==> src/rtl/keypad_pkg.sv <==
// keypad_pkg: scan state encodings, event polarity constants and the key-code
// width helper shared by the keypad scanner and its event queue.
package keypad_pkg;

  typedef logic [1:0] scan_state_t;

  localparam scan_state_t ST_DWELL   = 2'd0;
  localparam scan_state_t ST_SAMPLE  = 2'd1;
  localparam scan_state_t ST_EMIT    = 2'd2;
  localparam scan_state_t ST_ADVANCE = 2'd3;

  localparam logic EV_PRESS   = 1'b0;
  localparam logic EV_RELEASE = 1'b1;

  // Bits needed to number every key of a rows x cols matrix.
  function automatic int key_width(input int rows, input int cols);
    int n;
    n = rows * cols;
    return (n > 1) ? $clog2(n) : 1;
  endfunction

endpackage

==> src/rtl/key_fifo.sv <==
// key_fifo: small synchronous event queue. The head entry is visible
// combinationally; a push into a full queue is accepted only when a pop
// frees a slot in the same cycle.
module key_fifo
  import keypad_pkg::*;
#(
  parameter int WIDTH = 5,
  parameter int DEPTH = 4
) (
  input  logic             clk,
  input  logic             reset,
  input  logic             push,
  input  logic [WIDTH-1:0] push_data,
  input  logic             pop,
  output logic             full,
  output logic             empty,
  output logic [WIDTH-1:0] head
);

  localparam int AW = $clog2(DEPTH);

  logic [AW:0]      wr_ptr_q, wr_ptr_d;
  logic [AW:0]      rd_ptr_q, rd_ptr_d;
  logic [WIDTH-1:0] mem_q [DEPTH];
  logic [WIDTH-1:0] mem_d [DEPTH];
  logic             do_pop;
  logic             do_push;

  assign empty   = (wr_ptr_q == rd_ptr_q);
  assign full    = (wr_ptr_q[AW] != rd_ptr_q[AW]) &&
                   (wr_ptr_q[AW-1:0] == rd_ptr_q[AW-1:0]);
  assign do_pop  = pop && !empty;
  assign do_push = push && (!full || do_pop);
  assign head    = mem_q[rd_ptr_q[AW-1:0]];

  // Next pointer and storage values for one push and/or one pop per cycle.
  always_comb begin
    mem_d    = mem_q;
    wr_ptr_d = wr_ptr_q;
    rd_ptr_d = rd_ptr_q;
    if (do_push) begin
      mem_d[wr_ptr_q[AW-1:0]] = push_data;
      wr_ptr_d = wr_ptr_q + 1'b1;
    end
    if (do_pop) begin
      rd_ptr_d = rd_ptr_q + 1'b1;
    end
  end

  // Queue registers; reset empties the queue and clears stale entries.
  always_ff @(posedge clk) begin
    if (reset) begin
      wr_ptr_q <= '0;
      rd_ptr_q <= '0;
      mem_q    <= '{default: '0};
    end else begin
      wr_ptr_q <= wr_ptr_d;
      rd_ptr_q <= rd_ptr_d;
      mem_q    <= mem_d;
    end
  end

endmodule

==> src/rtl/keypad_scanner.sv <==
// keypad_scanner: scans an active-low key matrix one column at a time,
// debounces every key independently and queues press/release events.
// Optional feature macro: KEYPAD_REPEAT_EN adds auto-repeat press events
// for keys held down (REPEAT_DELAY scans to the first repeat, then every
// REPEAT_RATE scans).
module keypad_scanner
  import keypad_pkg::*;
#(
  parameter int ROWS           = 4,
  parameter int COLS           = 4,
  parameter int SCAN_DIV       = 8192,
  parameter int DEBOUNCE_SCANS = 4,
  parameter int FIFO_DEPTH     = 4,
`ifdef KEYPAD_REPEAT_EN
  parameter int REPEAT_DELAY   = 32,
  parameter int REPEAT_RATE    = 8,
`endif
  localparam int KEY_W         = key_width(ROWS, COLS)
) (
  input  logic             clk,
  input  logic             reset,
  input  logic [ROWS-1:0]  row,
  output logic [COLS-1:0]  column,
  output logic             key_valid,
  input  logic             key_ready,
  output logic [KEY_W-1:0] key_code,
  output logic             key_release,
  output logic             overflow
);

  localparam int NKEYS      = ROWS * COLS;
  localparam int RW         = (ROWS > 1) ? $clog2(ROWS) : 1;
  localparam int CW         = (COLS > 1) ? $clog2(COLS) : 1;
  localparam int DW         = $clog2(SCAN_DIV);
  localparam int DWELL_LAST = SCAN_DIV - ROWS - 3;

  scan_state_t     state_q, state_d;
  logic [DW-1:0]   dwell_cnt_q, dwell_cnt_d;
  logic [RW-1:0]   row_idx_q, row_idx_d;
  logic [CW-1:0]   col_idx_q, col_idx_d;
  logic [ROWS-1:0] raw_q, raw_d;
  logic [NKEYS-1:0] stable_q, stable_d;
  logic [3:0]      deb_cnt_q [NKEYS];
  logic [3:0]      deb_cnt_d [NKEYS];
  logic            overflow_q, overflow_d;

  logic [KEY_W-1:0] key_idx;
  logic             cur_raw;
  logic             toggle;
  logic             ev_push;
  logic [KEY_W:0]   ev_data;
  logic             ev_pop;
  logic             fifo_full;
  logic             fifo_empty;
  logic [KEY_W:0]   fifo_head;

`ifdef KEYPAD_REPEAT_EN
  localparam int RPT_MAX = (REPEAT_DELAY > REPEAT_RATE) ? REPEAT_DELAY : REPEAT_RATE;
  localparam int RPT_W   = $clog2(RPT_MAX + 1);

  logic [RPT_W-1:0] rpt_cnt_q [NKEYS];
  logic [RPT_W-1:0] rpt_cnt_d [NKEYS];
  logic [NKEYS-1:0] rpt_phase_q, rpt_phase_d;
  logic [RPT_W-1:0] rpt_next;
  logic [RPT_W-1:0] rpt_limit;
`endif

  assign key_idx = KEY_W'(int'(row_idx_q) * COLS + int'(col_idx_q));
  assign cur_raw = raw_q[row_idx_q];

  // Column drive is forced inactive while reset is held so the matrix idles.
  assign column = reset ? '1 : ~(COLS'(1) << col_idx_q);

  // Scan sequencer: dwell on a column, sample the rows, walk the rows, advance.
  always_comb begin
    state_d     = state_q;
    dwell_cnt_d = dwell_cnt_q;
    row_idx_d   = row_idx_q;
    col_idx_d   = col_idx_q;
    raw_d       = raw_q;
    case (state_q)
      ST_DWELL: begin
        if (dwell_cnt_q == DW'(DWELL_LAST)) begin
          dwell_cnt_d = '0;
          state_d     = ST_SAMPLE;
        end else begin
          dwell_cnt_d = dwell_cnt_q + 1'b1;
        end
      end
      ST_SAMPLE: begin
        raw_d     = ~row;
        row_idx_d = '0;
        state_d   = ST_EMIT;
      end
      ST_EMIT: begin
        if (row_idx_q == RW'(ROWS - 1)) begin
          state_d = ST_ADVANCE;
        end else begin
          row_idx_d = row_idx_q + 1'b1;
        end
      end
      ST_ADVANCE: begin
        col_idx_d = (col_idx_q == CW'(COLS - 1)) ? '0 : col_idx_q + 1'b1;
        state_d   = ST_DWELL;
      end
      default: state_d = ST_DWELL;
    endcase
  end

  // Per-key debounce and event generation, one key per EMIT cycle.
  always_comb begin
    stable_d  = stable_q;
    deb_cnt_d = deb_cnt_q;
    toggle    = 1'b0;
    ev_push   = 1'b0;
    ev_data   = '0;
`ifdef KEYPAD_REPEAT_EN
    rpt_cnt_d   = rpt_cnt_q;
    rpt_phase_d = rpt_phase_q;
    rpt_next    = rpt_cnt_q[key_idx] + 1'b1;
    rpt_limit   = rpt_phase_q[key_idx] ? RPT_W'(REPEAT_RATE) : RPT_W'(REPEAT_DELAY);
`endif
    if (state_q == ST_EMIT) begin
      if (cur_raw != stable_q[key_idx]) begin
        if (deb_cnt_q[key_idx] == 4'(DEBOUNCE_SCANS - 1)) begin
          toggle             = 1'b1;
          stable_d[key_idx]  = cur_raw;
          deb_cnt_d[key_idx] = '0;
          ev_push            = 1'b1;
          ev_data            = {key_idx, cur_raw ? EV_PRESS : EV_RELEASE};
        end else begin
          deb_cnt_d[key_idx] = deb_cnt_q[key_idx] + 1'b1;
        end
      end else begin
        deb_cnt_d[key_idx] = '0;
      end
`ifdef KEYPAD_REPEAT_EN
      if (toggle || !stable_q[key_idx]) begin
        rpt_cnt_d[key_idx]   = '0;
        rpt_phase_d[key_idx] = 1'b0;
      end else if (rpt_next == rpt_limit) begin
        rpt_cnt_d[key_idx]   = '0;
        rpt_phase_d[key_idx] = 1'b1;
        ev_push              = 1'b1;
        ev_data              = {key_idx, EV_PRESS};
      end else begin
        rpt_cnt_d[key_idx] = rpt_next;
      end
`endif
    end
  end

  // Overflow is sticky: set whenever an event is pushed but cannot be stored.
  always_comb begin
    overflow_d = overflow_q | (ev_push & fifo_full & ~ev_pop);
  end

  // State registers; reset forgets every key so held keys re-debounce as presses.
  always_ff @(posedge clk) begin
    if (reset) begin
      state_q     <= ST_DWELL;
      dwell_cnt_q <= '0;
      row_idx_q   <= '0;
      col_idx_q   <= '0;
      raw_q       <= '0;
      stable_q    <= '0;
      deb_cnt_q   <= '{default: '0};
      overflow_q  <= 1'b0;
`ifdef KEYPAD_REPEAT_EN
      rpt_cnt_q   <= '{default: '0};
      rpt_phase_q <= '0;
`endif
    end else begin
      state_q     <= state_d;
      dwell_cnt_q <= dwell_cnt_d;
      row_idx_q   <= row_idx_d;
      col_idx_q   <= col_idx_d;
      raw_q       <= raw_d;
      stable_q    <= stable_d;
      deb_cnt_q   <= deb_cnt_d;
      overflow_q  <= overflow_d;
`ifdef KEYPAD_REPEAT_EN
      rpt_cnt_q   <= rpt_cnt_d;
      rpt_phase_q <= rpt_phase_d;
`endif
    end
  end

  key_fifo #(
    .WIDTH (KEY_W + 1),
    .DEPTH (FIFO_DEPTH)
  ) u_fifo (
    .clk       (clk),
    .reset     (reset),
    .push      (ev_push),
    .push_data (ev_data),
    .pop       (ev_pop),
    .full      (fifo_full),
    .empty     (fifo_empty),
    .head      (fifo_head)
  );

  assign key_valid   = !fifo_empty && !reset;
  assign ev_pop      = key_valid && key_ready;
  assign key_code    = key_valid ? fifo_head[KEY_W:1] : '0;
  assign key_release = key_valid ? fifo_head[0] : 1'b0;
  assign overflow    = overflow_q && !reset;

endmodule
==> config.mk <==
export PLATFORM = sky130hd
export DESIGN_NAME = keypad_scanner
export DESIGN_NICKNAME = d
export VERILOG_FILES = /design/src/rtl/keypad_pkg.sv /design/src/rtl/key_fifo.sv /design/src/rtl/keypad_scanner.sv
export SDC_FILE = /design/constraint.sdc
export NUM_CORES = 1
export LEC_CHECK = 0
export ABC_CLOCK_PERIOD_IN_PS = 3450
export CORE_AREA = 2 2 95 120
export DETAILED_ROUTE_END_ITERATION = 8
export DIE_AREA = 0 0 97 122
export HOLD_SLACK_MARGIN = 0.08
export PLACE_DENSITY = 0.75
export SYNTH_ARGS = -nofsm -noshare
export SYNTH_HDL_FRONTEND = slang
export SYNTH_SLANG_ARGS = --single-unit
==> constraint.sdc <==
create_clock -name clk -period 3.45 [get_ports clk]
set_input_delay 0.5175 -clock clk [delete_from_list [all_inputs] [get_ports clk]]
set_output_delay 0.5175 -clock clk [all_outputs]
set_load 0.005 [all_outputs]
==> impl_metrics.yaml <==
hold_path:
  min_to: "deb_cnt_q[35]"
  holdPathStages: 2
  worstHoldStart: "deb_cnt_q[35]"
  hold_class: "reg2reg"
logic_synthesis:
  ys_seq_elements: 130
  seq_area_frac_synth: 0.416
  syn_avg_cell_area_um2: 9.24
  synthArstFlopShare: 0
  synth_edf_count: 0
  yosys_warnings: 0
  synthesis.nets: 706
  netlist_instances: 678
  synth_cell_types: 45
  syn_area_um2: 6260
  synthFlopType: "dfxtp_1"
final_layout:
  design_area_um2: 7070
  area_delta_synth_final_pct: 12.8
  n_fill_cell: 859
  utilization: 0.653
  layout.nets: 713
  antennaDiodeCount: 0
  instances_no_fill: 830
  drive_above_1_share: 0.124
critical_path:
  critPathTopFamily: "multiplexers"
  critPathBufInv: 1
  crit_path_max_fanout: 21
  crit_arrival_ns: 3.45
  regToRegSetupSlack_ns: 0.31
  critPathCaptureType: "flip-flop"
  cp-start-kind: "flip-flop"
  path_cells: "buf_12 > mux4_2 > mux2i_1 > o32a_2 > and4_1 > and4b_1 > mux2_1"
  cpPeakStageDelay_ns: 0.55
  worst_r2r_path_depth: 7
  required_ns: 3.75
  critPathKind: "reg2reg"
  crit_slowest_cell: "dfxtp_1"
  r2r-start: "col_idx_q[1]"
  rr_endpoint: "u_fifo.wr_ptr_q[2]"
pwr:
  max-vdd-ir-drop_mv: 0.245
  combinationalPowerShare: 0.089
  p_sw_uw: 837
  power.density_nw_per_um2: 489
  internal_power_mw: 2.62
  pwr-share-clk: 0.458
  swShare: 0.242
  seqPwrFrac: 0.453
  power_mw: 3.46
  p_leak_nw: 2.66
global_routing:
  antenna_found_initial: 0
  gr-total-overflow: 0
  grt_pass1_vias: 5056
  grt_util_all_layers: 0.256
  grt_max_degree: 68
  grt_pass1_wl_um: 24100
cts:
  path_clk_slew_ns: 0.05
  clk_latency_ns: 0.42
  cts_tree: "done"
  root_buffer: "clkbuf_16"
  cts_buffers: 17
  cts_hold_buf: 0
  post_cts_buffers: 0
  htree_levels: 4
  post_cts_resized: 0
  clock_path_buffers: 2
  clkSinkCount: 130
sta:
  setup_viol: 0
  final.setup_skew_ns: 0.00918
  max_slew.worst_pin.slew_ns: 0.744
  slew_headroom: 0.504
  fin_crit_ns: 3.14
  fin_crit_sh: 0.912
  final_max_slew_viol_count: 0
  finalHoldViolations: 0
  setup-tns-final_ns: 0
  fmax_ghz: 0.318
  rsz0062_at_grt: "no"
floorplanning:
  row_count: 43
  die_x_um: 97
  die_y_um: 122
  die-area_um2: 11800
  ios: 18
  initial_core_util: 0.579
  core_area_um2: 10800
route:
  met3WireLength_um: 682
  dr.pass1.iters: 6
  wl_met1_um: 5860
  via_per_inst: 6.09
  routedWlPerCell_um: 17.6
  highest-signal-layer: "met4"
  num_vias: 5056
  antenna_left: 0
  wl_met2_um: 7530
  wirelength_um: 14600
  drt_iter0_drc: 402
  drc: 0
job:
  cap_violations: 0
run_status:
  status: "complete, no violations"
place:
  gp_congestion: 0.904
  io_buffers: 17
  dp.cells: 801
  dpl_cell_area_um2: 6550
  hpwl_um: 9950
[worst max-delay path by stage]
stage                 start                 end  slack, ns  cells past startpoint
4_1_cts        col_idx_q[1]  u_fifo.wr_ptr_q[2]       0.31                      7
3_3_place_gp   col_idx_q[1]  u_fifo.wr_ptr_q[2]       0.43                      7
2_1_floorplan  col_idx_q[0]  u_fifo.wr_ptr_q[2]       0.48                     11
5_1_grt        col_idx_q[1]  u_fifo.wr_ptr_q[2]       0.13                      7
6_report       col_idx_q[1]  u_fifo.wr_ptr_q[2]       0.31                      7
3_5_place_dp   col_idx_q[1]  u_fifo.wr_ptr_q[2]       0.36                      7
[power groups by stage]
| stage | Sequential (mW) | Clock [mW] | Combinational (mW) |
|---|---|---|---|
| global route | 1.57 | 1.66 | 0.336 |
| global placement | 1.60 | 0 | 0.288 |
| floorplan | 1.59 | 0 | 0.221 |
| CTS | 1.57 | 1.60 | 0.306 |
| detailed placement | 1.60 | 0 | 0.305 |
| finish | 1.57 | 1.59 | 0.307 |
[layout make-up]
type                            count  area [µm²]  area share
Inverter                           12        45.0     0.00637
Sequential cell                   130        2600       0.368
Tap cell                          135         169      0.0239
Clock buffer                       23         488      0.0691
Timing Repair Buffer               38         335      0.0475
Multi-Input combinational cell    486        3390       0.480
Clock inverter                      6        32.5     0.00460
[worst register-to-register path: stages, from the launching register on]
cell and delay (ns):
dfxtp_1 0.55, buf_12 0.24, mux4_2 0.52, mux2i_1 0.26, o32a_2 0.30, and4_1 0.44, and4b_1 0.39, mux2_1 0.34
[registers in the layout, summed over array words and instances, names as in the netlist, 3 cells and up]
register / count
deb_cnt_q: 64
u_fifo.mem_q: 20
stable_q: 16
dwell_cnt_q: 13
raw_q: 4
u_fifo.rd_ptr_q: 3
u_fifo.wr_ptr_q: 3
[kinds of logic (layout without fill, tap and decap cells)]
logic type,Yosys count,in the layout,synth area share
simple gates,253,253,0.192
flops,130,130,0.416
compound gates,124,124,0.115
mux,70,70,0.164
buf+inv,62,79,0.0425
fa+ha+maj,21,21,0.0419
xor+xnor,18,18,0.0282
[cells in the mapped netlist, types with 2 or more instances]
master / n / area [µm²]
buf_4: 3 / 22.5
o21ai_0: 48 / 240
buf_1: 3 / 11.3
nor3_1: 3 / 15.0
nand4b_2: 3 / 45.0
o211ai_1: 16 / 120
a21oi_1: 38 / 190
nand4b_1: 2 / 17.5
buf_2: 11 / 55.1
clkbuf_1: 31 / 116
nor2_1: 66 / 248
mux2_2: 2 / 22.5
and4b_1: 3 / 30.0
and3_1: 4 / 25.0
a211oi_1: 5 / 37.5
and4_1: 2 / 17.5
nand4_1: 4 / 25.0
xor2_1: 12 / 105
a31oi_1: 2 / 12.5
o21ai_1: 4 / 20.0
a22oi_1: 4 / 30.0
mux4_2: 26 / 586
mux2i_1: 41 / 410
nand3b_1: 17 / 128
ha_1: 21 / 263
nor2b_1: 5 / 31.3
nand3_1: 45 / 225
dfxtp_1: 130 / 2600
nand2_1: 91 / 342
xnor2_1: 5 / 43.8
and2_1: 6 / 37.5
inv_1: 12 / 45.0
[per-layer routing]
layer	GRT usage	vias to the layer above
li1	-	2411
met1	0.286	2464
met2	0.459	138
met3	0.0591	43
met4	0.130	0
met5	0	-
[through the flow]
step / hold WS [ns] / setup slack, ns
floorplan: 0.429 / 0.478
global placement: 0.439 / 0.431
detailed placement: 0.446 / 0.357
CTS: 0.453 / 0.306
global route: 0.476 / 0.135
finish: 0.452 / 0.305
[cell usage in the layout (no fill, tap or decap), drive strengths merged, types with 2 or more instances in the layout]
master	instances
mux2i	41
nand3b	17
ha	21
mux2	3
nor2b	5
and3	4
xnor2	6
a22oi	4
nand3	45
clkdlybuf4s50	16
nand2	91
nor3	3
dfxtp	130
a31oi	3
o21ai	52
inv	12
and4b	3
and2	6
o211ai	16
buf	22
a21oi	38
clkbuf	23
clkinv	5
xor2	12
and4	2
nand4	4
a211oi	5
nor2	66
mux4	26
nand4b	5
No activity file was read; power rests on OpenSTA's default activity.
